--- config.mk ---
export PLATFORM = sky130hd
export DESIGN_NAME = fc_layer_sequencer
export DESIGN_NICKNAME = d
export VERILOG_FILES = /design/src/rtl/fc_layer_sequencer_pkg.sv /design/src/rtl/fc_layer_sequencer_handshake.sv /design/src/rtl/fc_layer_sequencer.sv
export SDC_FILE = /design/constraint.sdc
export NUM_CORES = 1
export LEC_CHECK = 0
export ABC_AREA = 1
export BUFFER_PORTS_ARGS = -buffer_cell sky130_fd_sc_hd__buf_4
export CAP_MARGIN = 20
export CORE_AREA = 2 2 181 183
export DETAILED_ROUTE_END_ITERATION = 8
export DIE_AREA = 0 0 183 185
export PLACE_DENSITY = 0.69
export SLEW_MARGIN = 0
export SYNTH_ARGS = -nofsm -noshare
export SYNTH_HDL_FRONTEND = slang
export SYNTH_SLANG_ARGS = --single-unit
--- constraint.sdc ---
create_clock -name clk -period 6.26 [get_ports clk]
set_input_delay 0.313 -clock clk [delete_from_list [all_inputs] [get_ports clk]]
set_output_delay 0.313 -clock clk [all_outputs]
set_load 0.005 [all_outputs]
--- src/rtl/fc_layer_sequencer_pkg.sv ---
// Shared types and constants for the fully-connected layer sequencer.
// Covers the FSM state encoding, the lane/accumulator widths and the beat counter.
package fc_layer_sequencer_pkg;

   localparam int unsigned NUM_LANES  = 4;
   localparam int unsigned ACC_W      = 26;
   localparam int unsigned BEAT_CNT_W = 16;

   typedef enum logic [3:0] {
      S_IDLE,
      S_FLUSH,
      S_RD,
      S_MAC,
      S_CAPT,
      S_BRD,
      S_BIAS,
      S_WR,
      S_FIN
   } seq_state_e;

   function automatic logic is_beat(input seq_state_e s);
      return (s == S_FLUSH) || (s == S_MAC) || (s == S_BIAS);
   endfunction

   // Lane mask for the final feature word of a neuron.
   function automatic logic [NUM_LANES-1:0] tail_mask(input int unsigned bytes);
      int unsigned r;
      logic [NUM_LANES-1:0] m;
      r = bytes % NUM_LANES;
      m = '1;
      if (r != 0) m = NUM_LANES'((1 << r) - 1);
      return m;
   endfunction

endpackage

--- src/rtl/fc_layer_sequencer_handshake.sv ---
// Owns one controller beat: holds mac_en, masks the stale first-cycle done,
// and aborts the beat when the controller stays silent for TIMEOUT cycles.
module mac_beat_handshake
   import fc_layer_sequencer_pkg::*;
#(
   parameter int unsigned TIMEOUT = 255
) (
   input  logic clk,
   input  logic rstn,
   input  logic issue_i,
   input  logic mac_done_i,
   output logic mac_en_o,
   output logic complete_o,
   output logic timeout_o
);

   logic                  active_q, active_d;
   logic [BEAT_CNT_W-1:0] cnt_q, cnt_d;

   // cnt_q is the 1-based cycle index inside the current beat.
   always_comb begin
      complete_o = active_q && (cnt_q != BEAT_CNT_W'(1)) && mac_done_i;
      timeout_o  = active_q && !complete_o && (cnt_q >= BEAT_CNT_W'(TIMEOUT));
      active_d   = active_q;
      cnt_d      = cnt_q;
      if (issue_i) begin
         active_d = 1'b1;
         cnt_d    = BEAT_CNT_W'(1);
      end else if (complete_o || timeout_o) begin
         active_d = 1'b0;
         cnt_d    = '0;
      end else if (active_q) begin
         cnt_d = cnt_q + 1'b1;
      end
   end

   always_ff @(posedge clk or negedge rstn) begin
      if (!rstn) begin
         active_q <= 1'b0;
         cnt_q    <= '0;
      end else begin
         active_q <= active_d;
         cnt_q    <= cnt_d;
      end
   end

   assign mac_en_o = active_q;

endmodule

--- src/rtl/fc_layer_sequencer.sv ---
// Command-side sequencer for the 4-lane MAC controller: walks groups of four
// neurons, issues FLUSH/MAC/BIAS beats and writes each packed group result.
module fc_layer_sequencer
   import fc_layer_sequencer_pkg::*;
#(
   parameter int unsigned IN_BYTES   = 784,
   parameter int unsigned OUT_GROUPS = 4,
   parameter int unsigned AW         = 16,
   parameter int unsigned TIMEOUT    = 255
) (
   input  logic                 clk,
   input  logic                 rstn,
   input  logic                 start,
   input  logic                 relu_en,
   output logic                 busy,
   output logic                 layer_done,
   output logic                 error,
   output logic [AW-1:0]        feat_addr,
   input  logic [31:0]          feat_rdata,
   output logic [AW-1:0]        wgt_addr,
   input  logic [31:0]          wgt_rdata,
   output logic [AW-1:0]        bias_addr,
   input  logic [31:0]          bias_rdata,
   output logic                 out_we,
   output logic [AW-1:0]        out_addr,
   output logic [31:0]          out_wdata,
   output logic                 mac_en,
   output logic                 mac_flush,
   output logic                 mac_bias_add,
   output logic                 mac_relu,
   output logic [NUM_LANES-1:0] mac_valid,
   output logic [31:0]          mac_input_feature,
   output logic [31:0]          mac_weight,
   output logic [31:0]          mac_bias,
   output logic [ACC_W-1:0]     mac_result0,
   output logic [ACC_W-1:0]     mac_result1,
   output logic [ACC_W-1:0]     mac_result2,
   output logic [ACC_W-1:0]     mac_result3,
   input  logic [ACC_W-1:0]     mac_out_result,
   input  logic [31:0]          mac_out_data,
   input  logic                 mac_done
);

   localparam int unsigned IN_WORDS = (IN_BYTES + NUM_LANES - 1) / NUM_LANES;
   localparam logic [NUM_LANES-1:0] TAIL_VALID = tail_mask(IN_BYTES);

   seq_state_e state_q, state_d;
   logic [AW-1:0] w_q, w_d, g_q, g_d, rd_w;
   logic [1:0]    n_q, n_d;
   logic          relu_q, relu_d, err_q, err_d;
   logic [31:0]   feat_q, feat_d, wgt_q, wgt_d, bias_q, bias_d, wdata_q, wdata_d;
   logic [3:0][ACC_W-1:0] res_q, res_d;
   logic [31:0]   wgt_lin;
   logic          beat_issue, beat_done, beat_tmo;

   always_comb begin
      state_d = state_q;
      w_d     = w_q;
      n_d     = n_q;
      g_d     = g_q;
      relu_d  = relu_q;
      err_d   = err_q;
      feat_d  = feat_q;
      wgt_d   = wgt_q;
      bias_d  = bias_q;
      wdata_d = wdata_q;
      res_d   = res_q;
      unique case (state_q)
         S_IDLE: if (start) begin
            state_d = S_FLUSH;
            relu_d  = relu_en;
            err_d   = 1'b0;
            w_d     = '0;
            n_d     = '0;
            g_d     = '0;
         end
         S_FLUSH: if (beat_done) state_d = S_RD;
         S_RD: begin
            feat_d  = feat_rdata;
            wgt_d   = wgt_rdata;
            state_d = S_MAC;
         end
         S_MAC: if (beat_done) begin
            w_d     = w_q + 1'b1;
            state_d = (w_q == AW'(IN_WORDS - 1)) ? S_CAPT : S_RD;
         end
         S_CAPT: begin
            res_d[n_q] = mac_out_result;
            n_d        = n_q + 1'b1;
            w_d        = '0;
            state_d    = (n_q == 2'd3) ? S_BRD : S_FLUSH;
         end
         S_BRD: begin
            bias_d  = bias_rdata;
            state_d = S_BIAS;
         end
         S_BIAS: if (beat_done) begin
            wdata_d = mac_out_data;
            state_d = S_WR;
         end
         S_WR: begin
            g_d     = g_q + 1'b1;
            state_d = (g_q == AW'(OUT_GROUPS - 1)) ? S_FIN : S_FLUSH;
         end
         S_FIN:   state_d = S_IDLE;
         default: state_d = S_IDLE;
      endcase
      if (beat_tmo) begin
         state_d = S_IDLE;
         err_d   = 1'b1;
      end
   end

   assign beat_issue = is_beat(state_d) && (state_d != state_q);

   always_ff @(posedge clk or negedge rstn) begin
      if (!rstn) begin
         state_q <= S_IDLE;
         w_q     <= '0;
         n_q     <= '0;
         g_q     <= '0;
         relu_q  <= 1'b0;
         err_q   <= 1'b0;
         feat_q  <= '0;
         wgt_q   <= '0;
         bias_q  <= '0;
         wdata_q <= '0;
         res_q   <= '0;
      end else begin
         state_q <= state_d;
         w_q     <= w_d;
         n_q     <= n_d;
         g_q     <= g_d;
         relu_q  <= relu_d;
         err_q   <= err_d;
         feat_q  <= feat_d;
         wgt_q   <= wgt_d;
         bias_q  <= bias_d;
         wdata_q <= wdata_d;
         res_q   <= res_d;
      end
   end

   mac_beat_handshake #(.TIMEOUT(TIMEOUT)) u_beat (
      .clk        (clk),
      .rstn       (rstn),
      .issue_i    (beat_issue),
      .mac_done_i (mac_done),
      .mac_en_o   (mac_en),
      .complete_o (beat_done),
      .timeout_o  (beat_tmo)
   );

   // Memories sample the address on the edge entering RD, so during MAC the
   // address already points at the following word.
   assign rd_w    = (state_q == S_MAC) ? w_q + 1'b1 : w_q;
   assign wgt_lin = (32'(g_q) * NUM_LANES + 32'(n_q)) * IN_WORDS + 32'(rd_w);

   assign feat_addr         = rd_w;
   assign wgt_addr          = wgt_lin[AW-1:0];
   assign bias_addr         = g_q;
   assign busy              = (state_q != S_IDLE) && (state_q != S_FIN);
   assign layer_done        = (state_q == S_FIN);
   assign error             = err_q;
   assign out_we            = (state_q == S_WR);
   assign out_addr          = g_q;
   assign out_wdata         = wdata_q;
   assign mac_flush         = (state_q == S_FLUSH);
   assign mac_bias_add      = (state_q == S_BIAS);
   assign mac_relu          = relu_q;
   assign mac_valid         = (state_q != S_MAC) ? '0 :
                              (w_q == AW'(IN_WORDS - 1)) ? TAIL_VALID : '1;
   assign mac_input_feature = feat_q;
   assign mac_weight        = wgt_q;
   assign mac_bias          = bias_q;
   assign mac_result0       = res_q[0];
   assign mac_result1       = res_q[1];
   assign mac_result2       = res_q[2];
   assign mac_result3       = res_q[3];

endmodule

==> results of run 1 <==
[report_power, final]
group | leakage, uW | internal (uW) | total, uW | switching [uW]
registers | 0.00326 | 2130 | 2280 | 154
clock network | 0.000615 | 1340 | 2160 | 828
logic | 0.00585 | 765 | 1470 | 702
[worst min-delay path by stage]
stage                           endpoint  slack (ns)  cells past startpoint            from
after floorplan             bias_addr[0]        0.02                      0            rstn
after global placement      bias_addr[6]        0.36                      1            rstn
after detailed placement    bias_addr[6]        0.36                      1            rstn
after CTS                 mac_weight[10]      0.0005                      2   wgt_rdata[10]
after global routing      mac_weight[15]       0.009                      2   wgt_rdata[15]
final                       mac_bias[20]        0.02                      2  bias_rdata[20]
[cell usage after synthesis, drive strengths merged]
| cell | number | share of area (%) |
|---|---|---|
| nand2 | 347 | 9.9 |
| dfrtp | 289 | 54 |
| o21ai | 161 | 6.0 |
| inv | 123 | 3.4 |
| mux2 | 96 | 8.0 |
| nor2 | 83 | 3.1 |
| ha | 49 | 4.6 |
| a21oi | 37 | 1.4 |
| nand3 | 36 | 1.5 |
| clkbuf | 35 | 0.98 |
| buf | 32 | 1.7 |
| xor2 | 21 | 1.4 |
| xnor2 | 14 | 0.91 |
| fa | 9 | 1.3 |
| nor3 | 9 | 0.41 |
| nand4 | 5 | 0.23 |
| o22ai | 4 | 0.19 |
| a21boi | 2 | 0.11 |
| nand3b | 2 | 0.11 |
| nor4 | 2 | 0.093 |
| o211ai | 2 | 0.11 |
| o31ai | 2 | 0.11 |
| a22oi | 1 | 0.056 |
| a311oi | 1 | 0.065 |
| a31oi | 1 | 0.047 |
| clkinv | 1 | 0.028 |
| nor3b | 1 | 0.056 |
| o211a | 1 | 0.075 |
| o21a | 1 | 0.056 |
| o21bai | 1 | 0.056 |
| o32ai | 1 | 0.065 |
[per-layer routing]
| layer | wire length, um | part of all wire (%) | vias to the layer above | GRT usage (%) |
|---|---|---|---|---|
| met3 | 3180 | 8.0 | 72 | 6.96 |
| met2 | 19400 | 49 | 357 | 38.2 |
| li1 | - | - | 5403 | - |
| met1 | 16000 | 40 | 5438 | 28.6 |
| met5 | 0 | 0 | - | 0 |
| met4 | 1220 | 3.1 | 0 | 7.33 |
[flip-flops by register name, summed over array words and instances (netlist names)]
| signal | count |
|---|---|
| error | 1 |
| mac_result2 | 26 |
| mac_result1 | 26 |
| w_q | 16 |
| mac_bias | 32 |
| n_q | 2 |
| u_beat.cnt_q | 16 |
| u_beat.mac_en_o | 1 |
| mac_result3 | 26 |
| mac_weight | 32 |
| mac_input_feature | 32 |
| state_q | 4 |
| bias_addr | 16 |
| mac_relu | 1 |
| mac_result0 | 26 |
| out_wdata | 32 |
[cell families after synthesis]
group | count (synthesis) | share of synthesized area [%]
fa+ha+maj | 58 | 5.91
simple gates | 485 | 15.4
compound gates | 215 | 8.32
mux | 96 | 8.05
xor+xnor | 35 | 2.28
flops | 289 | 53.8
buf+inv | 191 | 6.18
[per-stage QoR]
stage	utilization, %	std cells
after floorplan	-	1369
after global routing	59.2	2296
after CTS	59.0	2294
after detailed placement	53.5	2183
final	59.2	2296
after global placement	53.5	2183
[layout make-up]
type	instances	share of cell area, %
Clock buffer	50	5.50
Clock inverter	11	1.10
Inverter	124	2.45
Multi-Input combinational cell	889	28.4
Sequential cell	289	38.1
Tap cell	408	2.69
Timing Repair Buffer	525	21.8
[what timing repair did]
item,4_1_cts,5_1_grt
setup buffers,0,0
hold endpoints to repair,135,0
hold buffers,50,0
==> run_results.csv, run 1 <==
group,metric,value,unit
synth,yosysWarningCount,0,
sta,grt_setup_unrepaired,"no",
synth,ys_ff_latch,289,
critical_path,required,5.95,ns
clock_tree,ctsResizeCount,0,
global_route,grt_start_max_net_pins,124,
sta,final_max_slew_viol_count,0,
synth,syn_area,0.0134,sq mm
clock_tree,cts_buffer_depth,3,
clock_tree,cts_tree,"built",
critical_path,ff2ff_setup_slack,3.32,ns
place,port_buffers,466,
run_status,status,"finished, final reports clean",
place,post_dp_cell_area,0.0172,sq mm
synth,synth_seq_area_share,53.8,%
sta,max_freq,205,MHz
hold_path,hp-class,"in -> reg",
critical_path,cp_num_cells,21,
layout,drive_gt1_share,35.2,%
pwr,p_leak,0.00972,uW
route,antenna_left,0,
critical_path,critPathCaptureType,"output port",
route,drtIter0Drc,607,
critical_path,r2r_start,"u_beat.cnt_q[0]",
place,place_congestion,0.913,
critical_path,r2r_cells,8,
sta,final.setup.worst_slack,1.38,ns
die,fp.coreArea,0.0320,sq mm
die,die_y,185,um
clock_tree,cts_buffers,35,
route,vias,11300,
die,ios,467,
critical_path,worstPathCellList,"ha_1 > inv_1 > fa_1 > inv_1 > ha_1 > ha_1 > inv_1 > fa_1 > o21ai_0 > nand2_1 > nand2_1 > a21oi_1 > xnor2_1 > ha_1 > a21oi_1 > o211a_1 > o21a_1 > inv_1 > nand2_1 > nand2_1 > buf_4",
die,die_w,183,um
global_route,antenna_found_initial,0,
critical_path,arrival,4.57,ns
sta,skew,0.0305,ns
die,row_count,66,
route,vias_per_cell,4.91,
clock_tree,h-tree-depth,2,
sta,min_period_over_period,78.0,%
sta,fin_crit,4.88,ns
flow_run,maxCapViolations,0,
pwr,total_power,5910,uW
layout,multi_input_area,0.00538,sq mm
layout,final_cell_mix,"buf_4, nand2_1, dfrtp_1, o21ai_0, inv_1",
pwr,powerDensity,312,mW/mm^2
sta,final_hold_viol_count,0,
route,dr.pass1.iters,5,
sta,setup_viol,0,
critical_path,max_stage_delay,0.48,ns
critical_path,crit_slowest_cell,"dfrtp_1",
critical_path,critPathTopFamily,"adder cells",
global_route,grt_pass1_wl,61100,um
die,start_util,41.9,%
global_route,grt_overflow_total,0,
layout,seqCellArea,0.00723,sq mm
route,remaining_drc_errors,0,
die,die_area,0.0339,sq mm
route,wl_per_cell,17.4,um
clock_tree,cts-root-buf,"clkbuf_16",
synth,yosysUniqueCellTypes,44,
layout,nNetsFinal,2081,
synth,syn-mean-instance-area,9.81,sq um
critical_path,critical_path_class,"reg -> out",
critical_path,worst-path-buf-inv,5,
sta,fin_tns_setup,0,ns
route,drt_wl_total,39900,um
sta,worst_pin_slew,1.01,ns
layout,synthToLayoutAreaGrowth,41.2,%
sta,worst_hold_slack,0.0184,ns
global_route,grt_usage,22.9,%
synth,syn_inst,1369,
layout,n_antenna_cell,0,
pwr,peakVddDrop,0.230,mV
synth,syn-num-nets,1586,
clock_tree,clkSlewWorstSetupHoldPaths,0.06,ns
critical_path,crit_end,"wgt_addr[15]",
critical_path,cp-startpoint,"bias_addr[0]",
critical_path,worstSetupStartpointType,"flop",
layout,design_area,0.0190,sq mm
layout,fillers,2694,
critical_path,cp_max_fo,9,
clock_tree,clk_latency,0.53,ns
place,place_ws,1.89,ns
sta,max_slew_margin,32.7,%
critical_path,r2r_end,"out_wdata[5]",
global_route,grt_pass1_vias,11300,
layout,final_common_cell,"buf_4",
place,dp_hpwl,29000,um
clock_tree,cts_sinks,289,
Note: power is estimated with default switching activity, not from simulation.
==> inputs of run 2 (changes only) <==
--- a/config.mk
+++ b/config.mk
@@ -8,10 +8,10 @@
 export ABC_AREA = 1
 export BUFFER_PORTS_ARGS = -buffer_cell sky130_fd_sc_hd__buf_4
 export CAP_MARGIN = 20
-export CORE_AREA = 2 2 181 183
+export CORE_AREA = 2 2 180 182
 export DETAILED_ROUTE_END_ITERATION = 8
-export DIE_AREA = 0 0 183 185
-export PLACE_DENSITY = 0.69
+export DIE_AREA = 0 0 182 184
+export PLACE_DENSITY = 0.73
 export SLEW_MARGIN = 0
 export SYNTH_ARGS = -nofsm -noshare
 export SYNTH_HDL_FRONTEND = slang
==> constraint.sdc (replaced) <==
create_clock -name clk -period 4 [get_ports clk]
set_input_delay 0.2 -clock clk [delete_from_list [all_inputs] [get_ports clk]]
set_output_delay 0.2 -clock clk [all_outputs]
set_load 0.005 [all_outputs]
==> run 2 against run 1 <==
The run now ends with negative setup slack left. Critical path depth did not move. Register-to-register slack got worse by 2.3 ns. Final cell count rose by 5.3%. Die area fell by 1.1%. Sequential share of layout area fell by 2.6 points. Clock skew rose by 0.0052 ns. Critical endpoint unchanged. Largest power group unchanged.
==> run_results.csv, run 2 (same netlist as run 1, synthesis figures left out) <==
group,metric,value,unit
die,row_count,65,
sta,fin_tns_setup,-1.24,ns
critical_path,critical_path_class,"reg -> out",
place,dpl.cell_count,2195,
sta,final.setup.worst_slack,-0.477,ns
die,fp.coreArea,0.0314,sq mm
sta,max_freq,223,MHz
die,die_y,184,um
pwr,p_leak,0.0103,uW
critical_path,arrival,4.28,ns
critical_path,required,3.80,ns
hold_path,hp-class,"in -> reg",
die,die_area,0.0335,sq mm
die,ios,467,
pwr,powerDensity,461,mW/mm^2
sta,fin_crit,4.48,ns
route,remaining_drc_errors,0,
route,vias,12100,
sta,setup_viol,5,
critical_path,r2r_cells,9,
global_route,grt_overflow_total,0,
layout,final_cell_mix,"buf_4, nand2_1, dfrtp_1, o21ai_0, dlygate4sd3_1",
route,drtIter0Drc,724,
global_route,grt_util_met3,8.16,%
sta,min_period_over_period,112,%
clock_tree,cts-root-buf,"clkbuf_16",
sta,grt_setup_unrepaired,"yes",
clock_tree,cts_tree,"built",
layout,final_common_cell,"buf_4",
place,port_buffers,466,
global_route,grt_pass1_wl,67300,um
die,start_util,42.8,%
critical_path,critPathCaptureType,"output port",
place,dp_hpwl,29000,um
sta,final_hold_viol_count,0,
layout,final_cells,2417,
place,place_congestion,0.905,
hold_path,hp-start,"mac_out_result[23]",
global_route,grt_usage,25.3,%
global_route,grt_pass1_vias,12600,
pwr,total_power,9390,uW
sta,worst_pin_slew,1.03,ns
layout,fillers,2365,
flow_run,maxCapViolations,0,
clock_tree,clk_latency,0.51,ns
sta,max_slew_margin,30.8,%
global_route,antenna_found_initial,1,
critical_path,ff2ff_setup_slack,1.04,ns
layout,drive_gt1_share,36.5,%
global_route,busiest_layer,"met2",
clock_tree,cts_buffers,34,
die,die_w,182,um
critical_path,cp_max_fo,3,
sta,final_max_slew_viol_count,0,
route,wl_per_cell,18.2,um
layout,synthToLayoutAreaGrowth,51.4,%
clock_tree,cts_sinks,289,
sta,worst_hold_slack,0.0101,ns
critical_path,r2r_start,"u_beat.cnt_q[1]",
pwr,peakVddDrop,0.398,mV
hold_path,min_path_cells,3,
global_route,grt_use_met2,44.6,%
global_route,gr-usage-met1,28.9,%
route,dr.pass1.iters,5,
global_route,grt_start_max_net_pins,100,
run_status,status,"complete, but fails checks",
sta,skew,0.0357,ns
clock_tree,h-tree-depth,2,
critical_path,r2r_end,"out_wdata[31]",
route,drt_wl_total,44000,um
layout,design_area,0.0203,sq mm
route,vias_per_cell,4.99,
clock_tree,clkSlewWorstSetupHoldPaths,0.06,ns
route,antenna_left,0,
hold_path,whs_endpoint,"mac_result0[23]",
layout,nNetsFinal,2208,
clock_tree,cts_buffer_depth,3,
run_status,violations,"negative setup slack",
critical_path,worstSetupStartpointType,"flop",
place,post_dp_cell_area,0.0173,sq mm
run 2: cell count changes in the layout (fill, tap and decap cells not counted), sizes merged:
| cell | previous run | this run |
|---|---|---|
| dlygate4sd3 | 50 | 145 |
| buf | 475 | 508 |
| clkbuf | 50 | 43 |
| clkinvlp | 0 | 3 |
| bufinv | 4 | 6 |
| diode | 0 | 1 |
run 2: timing repair:
| item | in CTS | in global routing |
|---|---|---|
| buffers inserted | 14 | 8 |
| pin swaps | 16 | 26 |
| hold buffers | 145 | 0 |
| setup endpoints to repair | 6 | 7 |
| endpoints found under the hold margin | 263 | 0 |
| gates cloned | 0 | 0 |
| gates resized for setup | 29 | 24 |
run 2: layer usage:
layer | routed length [um] | share of wire [%]
met3 | 3550 | 8.1
met2 | 22500 | 51
met1 | 16500 | 38
met5 | 0 | 0
met4 | 1450 | 3.3
run 2: layout make-up:
class	instances	area [sq um]	area share, %
Sequential cell	289	7230	35.6
Timing Repair Buffer	653	5300	26.1
Antenna cell	1	2.50	0.0123
Clock buffer	43	956	4.70
Inverter	124	465	2.29
Clock inverter	16	268	1.32
Tap cell	402	503	2.47
Multi-Input combinational cell	889	5610	27.6
run 2: worst max-delay path by stage:
stage	from	slack (ns)	end
2_1_floorplan	bias_addr[0]	0.20	wgt_addr[15]
3_3_place_gp	bias_addr[0]	0.05	wgt_addr[15]
3_5_place_dp	bias_addr[0]	-0.05	wgt_addr[15]
4_1_cts	bias_addr[0]	-0.37	wgt_addr[15]
5_1_grt	n_q[1]	-0.68	wgt_addr[15]
6_report	n_q[1]	-0.48	wgt_addr[15]
run 2: power breakdown:
| part | internal (uW) | total [uW] | switching, uW |
|---|---|---|---|
| Combinational | 1270 | 2430 | 1160 |
| Sequential | 3330 | 3590 | 264 |
| Clock | 2090 | 3360 | 1270 |
| Total | 6690 | 9390 | 2700 |
run 2: stage by stage:
stage	util, %	setup slack (ns)
after floorplan	-	0.200
after global placement	55.1	0.0488
after detailed placement	55.1	-0.0521
after CTS	64.3	-0.367
after global routing	64.8	-0.681
final	64.8	-0.477
run 2: worst max-delay path, cell delays in order (launching register included):
cell,delay [ns]
dfrtp_1,0.40
ha_1,0.30
inv_2,0.04
fa_1,0.52
inv_2,0.05
ha_4,0.26
ha_4,0.12
inv_2,0.04
fa_2,0.37
o21ai_2,0.16
nand2_1,0.08
nand2_2,0.08
a21oi_2,0.06
xnor2_1,0.13
ha_1,0.36
nand2_2,0.10
buf_4,0.14
o211a_1,0.19
o21a_1,0.12
nand3_1,0.08
nand2_1,0.06
buf_4,0.13
